**config.mk**
```make
export PLATFORM = sky130hd
export DESIGN_NAME = ctrl_pipe_decoder
export DESIGN_NICKNAME = d
export VERILOG_FILES = /design/src/rtl/ctrl_pkg.sv /design/src/rtl/ctrl_decode.sv /design/src/rtl/ctrl_pipe_decoder.sv
export SDC_FILE = /design/constraint.sdc
export NUM_CORES = 1
export LEC_CHECK = 0
export CAP_MARGIN = 20
export CORE_ASPECT_RATIO = 0.75
export CORE_MARGIN = 5
export CORE_UTILIZATION = 42
export CTS_CLUSTER_DIAMETER = 200
export DETAILED_ROUTE_END_ITERATION = 8
export GPL_ROUTABILITY_DRIVEN = 0
export GPL_TIMING_DRIVEN = 0
export MAX_ROUTING_LAYER = met4
export PLACE_DENSITY = 0.8
export SLEW_MARGIN = 20
export SYNTH_ARGS = -nofsm -noshare
export SYNTH_HDL_FRONTEND = slang
export SYNTH_HIERARCHICAL = 1
export SYNTH_SLANG_ARGS = --single-unit
```
**constraint.sdc**
```tcl
create_clock -name clk -period 1.4 [get_ports clk]
set_input_delay 0.28 -clock clk [delete_from_list [all_inputs] [get_ports clk]]
set_output_delay 0.28 -clock clk [all_outputs]
set_load 0.01 [all_outputs]
```
**src/rtl/ctrl_pkg.sv**
```systemverilog
// ctrl_pkg
// Shared definitions for the pipelined control decoder: opcode constants,
// field encodings, the decoded control bundle and the per-stage register
// layouts carried down the pipe.
package ctrl_pkg;

    localparam logic [6:0] OP_LOAD   = 7'b0000011;
    localparam logic [6:0] OP_STORE  = 7'b0100011;
    localparam logic [6:0] OP_IMM    = 7'b0010011;
    localparam logic [6:0] OP_BRANCH = 7'b1100011;
    localparam logic [6:0] OP_RTYPE  = 7'b0110011;
    localparam logic [6:0] OP_JAL    = 7'b1101111;
    localparam logic [6:0] OP_JALR   = 7'b1100111;
    localparam logic [6:0] OP_LUI    = 7'b0110111;
    localparam logic [6:0] OP_AUIPC  = 7'b0010111;

    typedef enum logic [2:0] {
        IMM_I = 3'b000,
        IMM_S = 3'b001,
        IMM_B = 3'b010,
        IMM_J = 3'b011,
        IMM_U = 3'b100
    } imm_src_t;

    typedef enum logic [1:0] {
        RES_ALU = 2'b00,
        RES_MEM = 2'b01,
        RES_PC4 = 2'b10
    } result_src_t;

    typedef enum logic [1:0] {
        ALU_A_RS1  = 2'b00,
        ALU_A_ZERO = 2'b01,
        ALU_A_PC   = 2'b10
    } alu_a_src_t;

    typedef enum logic [1:0] {
        ALU_OP_ADD    = 2'b00,
        ALU_OP_BRANCH = 2'b01,
        ALU_OP_FUNCT  = 2'b10
    } alu_op_t;

    typedef struct packed {
        imm_src_t    imm_src;
        result_src_t result_src;
        logic        mem_write;
        logic        branch;
        logic        jump;
        logic        jalr;
        logic        reg_write;
        logic        alu_src;
        alu_a_src_t  alu_a_src;
        alu_op_t     alu_op;
        logic        illegal;
    } ctrl_bundle_t;

    localparam int CTRL_W = $bits(ctrl_bundle_t);
    localparam ctrl_bundle_t CTRL_NOP = '0;

    // ID/EX keeps only what Execute and later stages consume.
    typedef struct packed {
        result_src_t result_src;
        logic        mem_write;
        logic        branch;
        logic        jump;
        logic        jalr;
        logic        reg_write;
        logic        alu_src;
        alu_a_src_t  alu_a_src;
        alu_op_t     alu_op;
    } ex_t;

    typedef struct packed {
        result_src_t result_src;
        logic        mem_write;
        logic        reg_write;
    } mem_t;

    typedef struct packed {
        result_src_t result_src;
        logic        reg_write;
    } wb_t;

    localparam ex_t  EX_NOP  = '0;
    localparam mem_t MEM_NOP = '0;
    localparam wb_t  WB_NOP  = '0;

endpackage

```
**src/rtl/ctrl_decode.sv**
```systemverilog
// ctrl_decode
// Purely combinational opcode decode into the control bundle.
// Ports:
//   op_code  in   7        opcode in Decode
//   ctrl     out  bundle   decoded controls; unsupported or disabled
//                          opcodes give an all-zero bundle with illegal=1
module ctrl_decode
    import ctrl_pkg::*;
#(
    parameter bit EN_JUMP  = 1'b1,
    parameter bit EN_UPPER = 1'b1
) (
    input  logic [6:0]   op_code,
    output ctrl_bundle_t ctrl
);

    always_comb begin
        ctrl = CTRL_NOP;
        case (op_code)
            OP_LOAD: begin
                ctrl.imm_src    = IMM_I;
                ctrl.result_src = RES_MEM;
                ctrl.reg_write  = 1'b1;
                ctrl.alu_src    = 1'b1;
            end
            OP_STORE: begin
                ctrl.imm_src   = IMM_S;
                ctrl.mem_write = 1'b1;
                ctrl.alu_src   = 1'b1;
            end
            OP_IMM: begin
                ctrl.reg_write = 1'b1;
                ctrl.alu_src   = 1'b1;
                ctrl.alu_op    = ALU_OP_FUNCT;
            end
            OP_BRANCH: begin
                ctrl.imm_src = IMM_B;
                ctrl.branch  = 1'b1;
                ctrl.alu_op  = ALU_OP_BRANCH;
            end
            OP_RTYPE: begin
                ctrl.reg_write = 1'b1;
                ctrl.alu_op    = ALU_OP_FUNCT;
            end
            OP_JAL, OP_JALR: begin
                if (EN_JUMP) begin
                    ctrl.result_src = RES_PC4;
                    ctrl.jump       = 1'b1;
                    ctrl.reg_write  = 1'b1;
                    ctrl.alu_src    = 1'b1;
                    // JAL targets PC+immJ; JALR targets rs1+immI.
                    if (op_code == OP_JAL) begin
                        ctrl.imm_src   = IMM_J;
                        ctrl.alu_a_src = ALU_A_PC;
                    end else begin
                        ctrl.jalr = 1'b1;
                    end
                end else begin
                    ctrl.illegal = 1'b1;
                end
            end
            OP_LUI, OP_AUIPC: begin
                if (EN_UPPER) begin
                    ctrl.imm_src   = IMM_U;
                    ctrl.reg_write = 1'b1;
                    ctrl.alu_src   = 1'b1;
                    // LUI adds the immediate to zero, AUIPC to the PC.
                    ctrl.alu_a_src = (op_code == OP_LUI) ? ALU_A_ZERO : ALU_A_PC;
                end else begin
                    ctrl.illegal = 1'b1;
                end
            end
            default: ctrl.illegal = 1'b1;
        endcase
    end

endmodule

```
**src/rtl/ctrl_pipe_decoder.sv**
```systemverilog
// ctrl_pipe_decoder
// Decodes the opcode in Decode and carries the resulting controls through
// ID/EX, EX/MEM and MEM/WB registers; also counts valid illegal opcodes.
// Ports:
//   clk, rst_n        clock, async active-low reset (clears pipe + counter)
//   op_code_d         opcode in Decode
//   valid_d, flush_e  ID/EX loads a NOP unless valid_d=1 and flush_e=0
//   imm_src_d, illegal_d         combinational D-stage decode
//   alu_src_e .. result_src_e    Execute controls (1 cycle after D)
//   mem_write_m, reg_write_m     Memory controls  (2 cycles after D)
//   reg_write_w, result_src_w    Writeback controls (3 cycles after D)
//   ill_cnt           saturating illegal-instruction count
module ctrl_pipe_decoder #(
    parameter bit          EN_JUMP   = 1'b1,
    parameter bit          EN_UPPER  = 1'b1,
    parameter int unsigned ILL_CNT_W = 8
) (
    input  logic                 clk,
    input  logic                 rst_n,
    input  logic [6:0]           op_code_d,
    input  logic                 valid_d,
    input  logic                 flush_e,
    output logic [2:0]           imm_src_d,
    output logic                 illegal_d,
    output logic                 alu_src_e,
    output logic [1:0]           alu_a_src_e,
    output logic [1:0]           alu_op_e,
    output logic                 branch_e,
    output logic                 jump_e,
    output logic                 jalr_e,
    output logic [1:0]           result_src_e,
    output logic                 mem_write_m,
    output logic                 reg_write_m,
    output logic                 reg_write_w,
    output logic [1:0]           result_src_w,
    output logic [ILL_CNT_W-1:0] ill_cnt
);
    import ctrl_pkg::*;

    ctrl_bundle_t         ctrl_d;
    ex_t                  ex_d;
    ex_t                  ex_q;
    mem_t                 mem_q;
    wb_t                  wb_q;
    logic [ILL_CNT_W-1:0] ill_cnt_q;
    logic                 ill_inc;

    ctrl_decode #(
        .EN_JUMP  (EN_JUMP),
        .EN_UPPER (EN_UPPER)
    ) u_decode (
        .op_code (op_code_d),
        .ctrl    (ctrl_d)
    );

    always_comb begin
        ex_d = EX_NOP;
        if (valid_d && !flush_e) begin
            ex_d.result_src = ctrl_d.result_src;
            ex_d.mem_write  = ctrl_d.mem_write;
            ex_d.branch     = ctrl_d.branch;
            ex_d.jump       = ctrl_d.jump;
            ex_d.jalr       = ctrl_d.jalr;
            ex_d.reg_write  = ctrl_d.reg_write;
            ex_d.alu_src    = ctrl_d.alu_src;
            ex_d.alu_a_src  = ctrl_d.alu_a_src;
            ex_d.alu_op     = ctrl_d.alu_op;
        end
    end

    always_ff @(posedge clk or negedge rst_n) begin
        if (!rst_n) begin
            ex_q  <= EX_NOP;
            mem_q <= MEM_NOP;
            wb_q  <= WB_NOP;
        end else begin
            ex_q            <= ex_d;
            mem_q.result_src <= ex_q.result_src;
            mem_q.mem_write  <= ex_q.mem_write;
            mem_q.reg_write  <= ex_q.reg_write;
            wb_q.result_src  <= mem_q.result_src;
            wb_q.reg_write   <= mem_q.reg_write;
        end
    end

    // A flushed illegal opcode never executes, so it is not counted.
    assign ill_inc = valid_d && ctrl_d.illegal && !flush_e;

    always_ff @(posedge clk or negedge rst_n) begin
        if (!rst_n) begin
            ill_cnt_q <= '0;
        end else if (ill_inc && (ill_cnt_q != '1)) begin
            ill_cnt_q <= ill_cnt_q + ILL_CNT_W'(1);
        end
    end

    assign imm_src_d    = ctrl_d.imm_src;
    assign illegal_d    = ctrl_d.illegal;
    assign alu_src_e    = ex_q.alu_src;
    assign alu_a_src_e  = ex_q.alu_a_src;
    assign alu_op_e     = ex_q.alu_op;
    assign branch_e     = ex_q.branch;
    assign jump_e       = ex_q.jump;
    assign jalr_e       = ex_q.jalr;
    assign result_src_e = ex_q.result_src;
    assign mem_write_m  = mem_q.mem_write;
    assign reg_write_m  = mem_q.reg_write;
    assign reg_write_w  = wb_q.reg_write;
    assign result_src_w = wb_q.result_src;
    assign ill_cnt      = ill_cnt_q;

endmodule

```
==> impl_metrics.tcl <==
set metrics [dict create \
    track_usage 0.152 \
    synth_seq_area_share 0.525 \
    critical_path.max_stage_delay_ps 430 \
    instances_no_fill 214 \
    yosysTopAreaCell "dfrtp_1" \
    clock_skew_ps 5.47 \
    grt_max_degree 28 \
    rsz0062_at_grt "yes" \
    cp_max_fo 5 \
    relSlewSlack 0.618 \
    fin_crit_ps 1420 \
    dpl-instance-area_sq_mm 0.00171 \
    portBuffers 36 \
    critPathLaunchType "register" \
    drc_errors 0 \
    vdd_drop_max_mv 0.516 \
    ys_seq_elements 27 \
    fmax_mhz 704 \
    synth_warnings 6 \
    hp-class "primary input to async pin" \
    syn-mean-instance-area_sq_um 11.0 \
    mostFrequentLayoutCell "buf_4" \
    pre_cts_ws_ps -902 \
    cpMaxStageDelayCell "dfrtp_1" \
    vias 1097 \
    wl_per_cell_um 14.1 \
    synthesis.area_sq_mm 0.00129 \
    antenna_found_initial 0 \
    async_flop_share 1.00 \
    p_per_area_mw_per_mm2 1130 \
    rows 17 \
    cts_hold_buf 0 \
    ios 38 \
    crit_family "flip-flops" \
    path_cells "ha_4, nand4_1, o211ai_2, mux2_4" \
    seqPwrFrac 0.430 \
    final_layout_size_suffix_gt1_frac 0.375 \
    clock_latency_ps 270 \
    die_h_um 58.0 \
    final_area_sq_mm 0.00194 \
    die_width_um 73.9 \
    power_switching_share 0.308 \
    total_power_mw 2.20 \
    drt_wl_total_um 3030 \
    cts_htree_levels 1 \
    synth_edf_count 0 \
    cap_violations 0 \
    post-route-period-util 1.01 \
    first_global_vias 1088 \
    grt_pass1_wl_um 4830 \
    final_nets 189 \
    crit_arrival_ps 1580 \
    intPower_mw 1.52 \
    clkTransAtPathRegs_ps 90 \
    viasPerCell 5.13 \
    violations "negative hold slack, negative setup slack" \
    fin_util 0.661 \
    synthTopCellsByArea "dfrtp_1, and2_1, buf_4" \
    hold_viol 14 \
    timing.final.ws_setup_ps -20.3 \
    cp-end-kind "register" \
    dieArea_sq_mm 0.00428 \
    timing.hold.ws_ps -3.26 \
    drtIter0Drc 48 \
    fillCellCount 236 \
    outcome "finished, violations left" \
    crit_required_ps 1560 \
    cts.sinks 27 \
    synthFlopType "dfrtp_1" \
    yosysUniqueCellTypes 37 \
    drtAntennaViolNets 0 \
    setup-tns-final_ps -33.0 \
    p_clk_frac 0.197 \
    syn_nets 129 \
    place_inst 191 \
    antenna_cells 0 \
    pwr-share-comb 0.373 \
    worstMarginPinSlew_ps 573 \
    worstSetupPathType "register to register" \
    synth_top_area_frac 0.525 \
    slew_viol_final 0 \
    coreArea_sq_mm 0.00294 \
    cts_buffers 3 \
    cp_num_buf_inv 0 \
    final_cell_mix "buf_4, dfrtp_1, dlygate4sd2_1" \
    switchingPower_mw 0.677 \
    syn_inst 117 \
    ctsRootBufferMaster "clkbuf_8" \
    grt_overflow 0 \
    setup_viol 2 \
    area_growth_pct 50.7 \
    place_hpwl_um 1920 \
    first_pass_iters 4 \
    initial_utilization 0.439 \
    power.leakage_nw 1.01 \
    cts_tree "yes" \
    cts_max_path_buffers 2 \
]
## worst paths after layout
check	from	end	slack, ps	cells after the start
min	rst_n	ill_cnt[4]	-3	1
min reg2reg	mem_q[2]	result_src_w[0]	360	0
max	ill_cnt[0]	ill_cnt[1]	-20	4
max in group asynchronous	rst_n	ill_cnt[3]	1000	1
max reg2reg	ill_cnt[0]	ill_cnt[1]	-20	4
min in group clk	op_code_d[3]	alu_op_e[0]	350	3
## worst register-to-register path: cells and delay by family (launching register included)
kind | cells | cell delay, ps
mux | 1 | 330
fa+ha+maj | 1 | 180
compound gates | 1 | 260
simple gates | 1 | 120
flops | 1 | 430
## registers in the layout (all words and copies together) (netlist names)
signal        flops
jalr_e            1
alu_src_e         1
reg_write_m       1
ex_q              2
mem_write_m       1
ill_cnt           8
result_src_w      2
alu_op_e          2
jump_e            1
mem_q             2
result_src_e      2
alu_a_src_e       2
reg_write_w       1
branch_e          1
## synth_stat cells (2+ instances only)
cell       count
a211oi_1       2
a21oi_1        4
and2_1        16
and3_1         3
and4_1         2
buf_4          8
buf_6          2
clkbuf_1       2
dfrtp_1       27
inv_1          3
mux2_2         3
nand2_1        7
nand2b_1       2
nand3_1        2
nand4_1        3
nor2_1         5
nor3b_1        2
o2111ai_1      2
o21ai_0        3
xnor2_1        2
## what timing repair did
action	4_1_cts	5_1_grt
endpoints found under the setup margin	40	8
gates resized for setup	81	6
buffers inserted	16	3
pin swaps	7	6
## kinds of logic (layout without fill, tap and decap cells)
group / count (synthesis) / in the layout / synth area share
compound gates: 17 / 17 / 0.0933
xor+xnor: 2 / 2 / 0.0136
fa+ha+maj: 1 / 1 / 0.00972
buf+inv: 15 / 74 / 0.0787
flops: 27 / 27 / 0.525
mux: 4 / 4 / 0.0379
simple gates: 51 / 51 / 0.242
## cell type report
class | instances | area, sq um | area share
buffer | 12 | 110 | 0.0567
clock buffer | 3 | 41.3 | 0.0213
clock inverter | 1 | 7.51 | 0.00387
inverter | 3 | 13.8 | 0.00709
multi-input combinational | 75 | 596 | 0.307
sequential | 27 | 677 | 0.349
tap | 38 | 47.5 | 0.0245
timing repair buffer | 55 | 448 | 0.231
## power groups by stage
stage	Combinational [mW]	Sequential, mW	Clock (mW)
after detailed placement	0.550	1.01	0
after global placement	0.538	0.999	0
final	0.821	0.946	0.434
after floorplan	0.238	1.03	0
after CTS	0.742	0.929	0.450
after global routing	0.887	0.956	0.488
## per-layer routing
metal / share of wire / up-vias / GRT usage
met1: 0.42 / 540 / 0.179
met2: 0.50 / 36 / 0.247
met4: 0.011 / 0 / 0.0646
li1: - / 517 / -
met5: 0 / - / -
met3: 0.065 / 4 / 0.0381
Power figures use the tool's default switching activity.
